<file path="config.mk">
export PLATFORM = sky130hd
export DESIGN_NAME = ioblock_cfg_ctrl
export DESIGN_NICKNAME = d
export VERILOG_FILES = /design/src/rtl/ioblock_cfg_pkg.sv /design/src/rtl/ioblock_cfg_regfile.sv /design/src/rtl/ioblock_cfg_ctrl.sv
export SDC_FILE = /design/constraint.sdc
export NUM_CORES = 1
export LEC_CHECK = 0
export ABC_AREA = 0
export BUFFER_PORTS_ARGS = -buffer_cell sky130_fd_sc_hd__buf_2
export CAP_MARGIN = 20
export CORE_ASPECT_RATIO = 1.25
export CORE_MARGIN = 2
export CORE_UTILIZATION = 50
export CTS_CLUSTER_SIZE = 14
export DETAILED_ROUTE_END_ITERATION = 10
export PLACE_DENSITY = 0.87
export SYNTH_ARGS = -nofsm -noshare
export SYNTH_HDL_FRONTEND = slang
export SYNTH_SLANG_ARGS = --single-unit
</file>
<file path="constraint.sdc">
create_clock -name IOCLK -period 2.4 [get_ports IOCLK]
set_input_delay 0.36 -clock IOCLK [delete_from_list [all_inputs] [get_ports IOCLK]]
set_output_delay 0.36 -clock IOCLK [all_outputs]
set_load 0.02 [all_outputs]
</file>
<file path="src/rtl/ioblock_cfg_pkg.sv">
// Shared definitions for the I/O block configuration controller:
// FSM state encodings, TSMUX mode constants and the per-slot config record.
package ioblock_cfg_pkg;

    typedef enum logic [2:0] {
        ST_IDLE   = 3'd0,
        ST_OFF    = 3'd1,
        ST_SETTLE = 3'd2,
        ST_APPLY  = 3'd3,
        ST_DONE   = 3'd4,
        ST_ERR    = 3'd5
    } state_e;

    localparam logic [1:0] TSMUX_OFF = 2'b00;
    localparam logic [1:0] TSMUX_TS  = 2'b01;
    localparam logic [1:0] TSMUX_ON  = 2'b10;

    // One I/O block's configuration bits as held by the controller.
    typedef struct packed {
        logic [1:0] tsmux;
        logic       dorreg;
    } slot_cfg_t;

endpackage

</file>
<file path="src/rtl/ioblock_cfg_regfile.sv">
// Slot store for NBLK I/O blocks: one indexed write port, one indexed
// read port, and flattened TSMUX/DORREG buses driving the I/O ring.
module ioblock_cfg_regfile
    import ioblock_cfg_pkg::*;
#(
    parameter  int NBLK = 8,
    localparam int IDXW = $clog2(NBLK)
) (
    input  logic              clk_i,
    input  logic              rst_ni,
    input  logic              we_i,
    input  logic [IDXW-1:0]   waddr_i,
    input  slot_cfg_t         wdata_i,
    input  logic [IDXW-1:0]   raddr_i,
    output slot_cfg_t         rdata_o,
    output logic [2*NBLK-1:0] tsmux_bus_o,
    output logic [NBLK-1:0]   dorreg_bus_o
);

    slot_cfg_t slot_q [NBLK];

    // Slot storage: reset to the I/O block power-up state, write only the addressed slot.
    always_ff @(posedge clk_i or negedge rst_ni) begin
        if (!rst_ni) begin
            for (int i = 0; i < NBLK; i++) begin
                slot_q[i] <= '0;
            end
        end else if (we_i) begin
            for (int i = 0; i < NBLK; i++) begin
                if (IDXW'(i) == waddr_i) begin
                    slot_q[i] <= wdata_i;
                end
            end
        end
    end

    // Read mux; an out-of-range address reads as all-zero.
    always_comb begin
        rdata_o = '0;
        for (int i = 0; i < NBLK; i++) begin
            if (IDXW'(i) == raddr_i) begin
                rdata_o = slot_q[i];
            end
        end
    end

    // Flatten the slots onto the per-block config buses.
    always_comb begin
        tsmux_bus_o  = '0;
        dorreg_bus_o = '0;
        for (int i = 0; i < NBLK; i++) begin
            tsmux_bus_o[2*i +: 2] = slot_q[i].tsmux;
            dorreg_bus_o[i]       = slot_q[i].dorreg;
        end
    end

endmodule

</file>
<file path="src/rtl/ioblock_cfg_ctrl.sv">
// Sequenced configuration controller for a bank of I/O blocks. A driving
// pad is forced to TSMUX=00 for SETTLE cycles before its new mode lands,
// so a pad never switches directly between two drive modes.
module ioblock_cfg_ctrl
    import ioblock_cfg_pkg::*;
#(
    parameter  int NBLK   = 8,
    parameter  int SETTLE = 4,
    localparam int IDXW   = $clog2(NBLK)
) (
    input  logic              IOCLK,
    input  logic              RST_N,
    input  logic              CFG_VALID,
    output logic              CFG_READY,
    input  logic [IDXW-1:0]   CFG_IDX,
    input  logic [1:0]        CFG_TSMUX,
    input  logic              CFG_DORREG,
    output logic [2*NBLK-1:0] TSMUX_BUS,
    output logic [NBLK-1:0]   DORREG_BUS,
    output logic              BUSY,
    output logic              DONE,
    output logic              ERR
);

    localparam int             CNTW     = (SETTLE > 1) ? $clog2(SETTLE) : 1;
    localparam logic [CNTW-1:0] CNT_LOAD = CNTW'(SETTLE - 1);

    state_e            state_q;
    logic [CNTW-1:0]   cnt_q;
    logic [IDXW-1:0]   idx_q;
    slot_cfg_t         req_q;

    slot_cfg_t         req_d;
    slot_cfg_t         cur_cfg;
    slot_cfg_t         wdata_d;
    logic [IDXW-1:0]   raddr_d;
    logic              we_d;
    logic              idx_ok;

    assign req_d  = '{tsmux: CFG_TSMUX, dorreg: CFG_DORREG};
    assign idx_ok = ({{(32-IDXW){1'b0}}, CFG_IDX} < 32'(NBLK));

    // Read the incoming target while idle, the captured target otherwise;
    // OFF clears only TSMUX and keeps the slot's current DORREG.
    always_comb begin
        raddr_d = (state_q == ST_IDLE) ? CFG_IDX : idx_q;
        we_d    = (state_q == ST_OFF) || (state_q == ST_APPLY);
        wdata_d = req_q;
        if (state_q == ST_OFF) begin
            wdata_d = '{tsmux: TSMUX_OFF, dorreg: cur_cfg.dorreg};
        end
    end

    ioblock_cfg_regfile #(
        .NBLK (NBLK)
    ) u_regfile (
        .clk_i        (IOCLK),
        .rst_ni       (RST_N),
        .we_i         (we_d),
        .waddr_i      (idx_q),
        .wdata_i      (wdata_d),
        .raddr_i      (raddr_d),
        .rdata_o      (cur_cfg),
        .tsmux_bus_o  (TSMUX_BUS),
        .dorreg_bus_o (DORREG_BUS)
    );

    // Request capture on the handshake edge; contents are don't-care until then.
    always_ff @(posedge IOCLK) begin
        if (state_q == ST_IDLE && CFG_VALID) begin
            idx_q <= CFG_IDX;
            req_q <= req_d;
        end
    end

    // Sequencing FSM with settle counter; reset aborts any request in flight.
    always_ff @(posedge IOCLK or negedge RST_N) begin
        if (!RST_N) begin
            state_q <= ST_IDLE;
            cnt_q   <= '0;
        end else begin
            case (state_q)
                ST_IDLE: begin
                    if (CFG_VALID) begin
                        if (!idx_ok) begin
                            state_q <= ST_ERR;
                        end else if (cur_cfg == req_d) begin
                            state_q <= ST_DONE;
                        end else if (cur_cfg.tsmux == TSMUX_OFF) begin
                            state_q <= ST_APPLY;
                        end else begin
                            state_q <= ST_OFF;
                        end
                    end
                end
                ST_OFF: begin
                    cnt_q   <= CNT_LOAD;
                    state_q <= ST_SETTLE;
                end
                ST_SETTLE: begin
                    if (cnt_q == '0) begin
                        state_q <= ST_APPLY;
                    end else begin
                        cnt_q <= cnt_q - CNTW'(1);
                    end
                end
                ST_APPLY: state_q <= ST_DONE;
                ST_DONE:  state_q <= ST_IDLE;
                ST_ERR:   state_q <= ST_IDLE;
                default:  state_q <= ST_IDLE;
            endcase
        end
    end

    assign CFG_READY = (state_q == ST_IDLE);
    assign BUSY      = (state_q != ST_IDLE);
    assign DONE      = (state_q == ST_DONE);
    assign ERR       = (state_q == ST_ERR);

endmodule

</file>
==> flow_summary.ini <==
[place]
placement.io_buffers = 36
place.gp.congestion = 0.8703
placed_cell_area_mm2 = 0.002351
hpwl_um = 3532
preCtsSetupSlack_ns = 0.01128

[floorplan]
num_rows = 26
initial_core_util = 0.5158
fp.dieH_um = 76.13
floorplan.io_pins = 37
dieArea_mm2 = 0.004697
die_width_um = 61.70
fp.coreArea_mm2 = 0.004034

[synthesis]
ys_seq_elements = 35
ys_types = 43
synth_cells = 192
syn_nets = 202
netlist_area_mm2 = 0.002081
syn_area_per_cell_um2 = 10.84
synth-seq-area-share = 0.4354
ys.warnings.count = 0

[sta]
setup_repair_after_global_routing_missed_its_margin = yes
timing.final.max_slew_violations = 0
max_slew_margin = 0.4906
slew_at_the_pin_with_the_worst_max_slew_slack_ns = 0.7572
timing.final.setup_violations = 0
achievable-frequency_mhz = 428.4
timing_hold_violations_final = 0
setup_slack_ns = 0.06550
setup_total_negative_slack_ns = 0
fin_skew_ns = 0.01260
period_needed_ns = 2.335
final_min_period_over_clock_period = 0.9727

[worst_setup_path]
regToRegEndpoint = state_q[0]$_DFFE_PN0P_
worst_setup_path_start_kind = flip-flop
r2r_cells = 9
ff2ff_setup_slack_ns = 0.07
worst-path-max-fanout = 9
worstSetupPathType = reg -> reg
critical_path_endpoint_category = flip-flop
critPathArrivalTime_ns = 2.50
worstPathRequired_ns = 2.56
reg2reg_from = state_q[0]$_DFFE_PN0P_

[grt]
wire_length_of_the_first_global_routing_pass_um = 7845
maximum_number_of_pins_on_one_net_before_global_route_repair = 30
grtUsageTotal = 0.2254
grt_overflow = 0
antenna_found_initial = 0
first_global_vias = 1632

[run_status]
status = completed

[routing]
route.antenna.remaining_nets = 0
drc_errors = 0
avgRoutedWirePerCell_um = 16.58
postRouteWirelength_um = 4858
first_iter_violations = 108
route.detailed.vias_per_inst = 5.611
count_of_tritonroute_iterations_in_the_first_routing_pass = 4
via_count = 1644

[clock_network]
post-cts-setup-buffer-count = 0
cts_root_buf = clkbuf_8
clock_tree.buffer_depth = 2
cts_made_buffers = 5
path_clk_slew_ns = 0.08
clock_insertion_delay_worst_skew_ns = 0.30
cts_tree = done
h-tree-depth = 2
clock-sinks = 35
ctsHoldBuffers = 0

[power_and_ir_drop]
peakVddDrop_mv = 0.7046
p_total_w = 0.003523
power.density_cell_area_mw_per_mm2 = 1414
leakagePower_nw = 1.126

[layout]
layout_nets = 246
layout.cells.most_common = buf_2
drive_gt1_frac = 0.4135
stdcell_area_mm2 = 0.002492
syn2layout_area_growth_pct = 19.78
final_cell_mix = buf_2 (36), dfrtp_1 (29), mux2_2 (28)
antennaDiodeCount = 0

[min_path]
min-delay-path-class = in -> async

[job]
max_cap_viol_count = 0
==> metrics by stage <==
| step | util | hold slack [ns] | std cells |
|---|---|---|---|
| global placement | 0.5828 | 0.4068 | 285 |
| global route | 0.6179 | 0.1360 | 293 |
| floorplan | - | 0.06441 | 192 |
| detailed placement | 0.5828 | 0.4181 | 285 |
| finish | 0.6179 | 0.07726 | 293 |
| CTS | 0.6107 | 0.1007 | 293 |
==> how the worst max path moves through the flow <==
stage / from / to / slack [ns]
5_1_grt: state_q[1]$_DFFE_PN0P_ / state_q[1]$_DFFE_PN0P_ / -0.04
3_5_place_dp: state_q[0]$_DFFE_PN0P_ / state_q[0]$_DFFE_PN0P_ / 0.01
4_1_cts: state_q[0]$_DFFE_PN0P_ / state_q[0]$_DFFE_PN0P_ / 0.07
6_report: state_q[0]$_DFFE_PN0P_ / state_q[0]$_DFFE_PN0P_ / 0.07
2_1_floorplan: state_q[0]$_DFFE_PN0P_ / state_q[0]$_DFFE_PN0P_ / 0.07
3_3_place_gp: state_q[0]$_DFFE_PN0P_ / state_q[0]$_DFFE_PN0P_ / 0.13
==> flip-flops by register name, summed over array words and instances, names as in the netlist <==
| name | flops |
|---|---|
| cnt_q | 2 |
| idx_q | 3 |
| req_q | 3 |
| u_regfile.dorreg_bus_o | 8 |
| state_q | 3 |
| u_regfile.tsmux_bus_o | 16 |
==> logic make-up (layout without fill, tap and decap cells) <==
| kind of cell | after synthesis | count (layout) | share of synthesized area |
|---|---|---|---|
| and+or+nand+nor | 68 | 68 | 0.1720 |
| buffers and inverters | 16 | 61 | 0.04088 |
| xor gates and xnor gates | 2 | 2 | 0.008420 |
| muxes | 45 | 45 | 0.2393 |
| AOI/OAI and AO/OA | 25 | 25 | 0.09801 |
| adders and majority gates | 1 | 1 | 0.006012 |
| DFF | 35 | 35 | 0.4354 |
==> metal layers <==
metal / vias to the layer above / part of all wire / track usage / wire length (µm)
li1: 785 / - / - / -
met1: 779 / 0.39 / 0.2933 / 1910
met2: 60 / 0.51 / 0.3442 / 2455
met3: 20 / 0.057 / 0.05433 / 276
met4: 0 / 0.044 / 0.1064 / 216
met5: - / 0 / 0 / 0
==> final cells by class <==
class                           count  area [µm²]
Clock buffer                        5       68.82
Multi-Input combinational cell    141        1124
Timing Repair Buffer               47       262.8
Clock inverter                      3       38.79
Tap cell                           56       70.07
Inverter                            6       22.52
Sequential cell                    35       905.9
Fill cell                         343        1541
==> synth_stat cells (all sizes together) <==
cell | count | area share
a31o | 1 | 0.0042
a22o | 1 | 0.0042
nor3b | 4 | 0.014
a31oi | 2 | 0.0060
clkbuf | 4 | 0.0072
nor4b | 1 | 0.011
nand3b | 2 | 0.0072
a21o | 1 | 0.0042
and3 | 1 | 0.0030
edfxtp | 6 | 0.087
a211oi | 2 | 0.0072
a21oi | 6 | 0.016
nand3 | 6 | 0.014
nand2b | 4 | 0.012
xnor2 | 1 | 0.0042
nand2 | 22 | 0.040
dfrtp | 29 | 0.35
nor2 | 14 | 0.025
xor2 | 1 | 0.0042
mux2i | 16 | 0.081
inv | 6 | 0.011
or3 | 1 | 0.0030
nand4 | 1 | 0.0030
o211ai | 2 | 0.0072
a22oi | 1 | 0.0036
mux2 | 29 | 0.16
o221ai | 1 | 0.0042
a221oi | 3 | 0.022
buf | 6 | 0.023
o32ai | 2 | 0.012
nor2b | 4 | 0.012
o21ai | 3 | 0.0072
ha | 1 | 0.0060
nor4 | 3 | 0.0090
nor3 | 5 | 0.017
==> power by group <==
| part | total [W] | switching, W | internal [W] |
|---|---|---|---|
| clock | 0.000516 | 0.000213 | 0.000304 |
| combinational | 0.00191 | 0.00109 | 0.000822 |
| sequential | 0.00109 | 0.000237 | 0.000857 |
| total | 0.00352 | 0.00154 | 0.00198 |
==> critical path, cell delays in order, from the launching register on <==
cell	delay [ns]
dfrtp_1	0.41
nor3_4	0.21
inv_2	0.14
buf_4	0.19
mux2_2	0.31
o221ai_1	0.22
a31o_2	0.20
a21oi_2	0.08
nor4b_4	0.29
o32ai_1	0.14
==> timing repair <==
action | 4_1_cts | 5_1_grt
resized for setup | 1 | 4
setup endpoints to repair | 1 | 3
gates cloned | 0 | 0
Power figures use the tool's default switching activity.
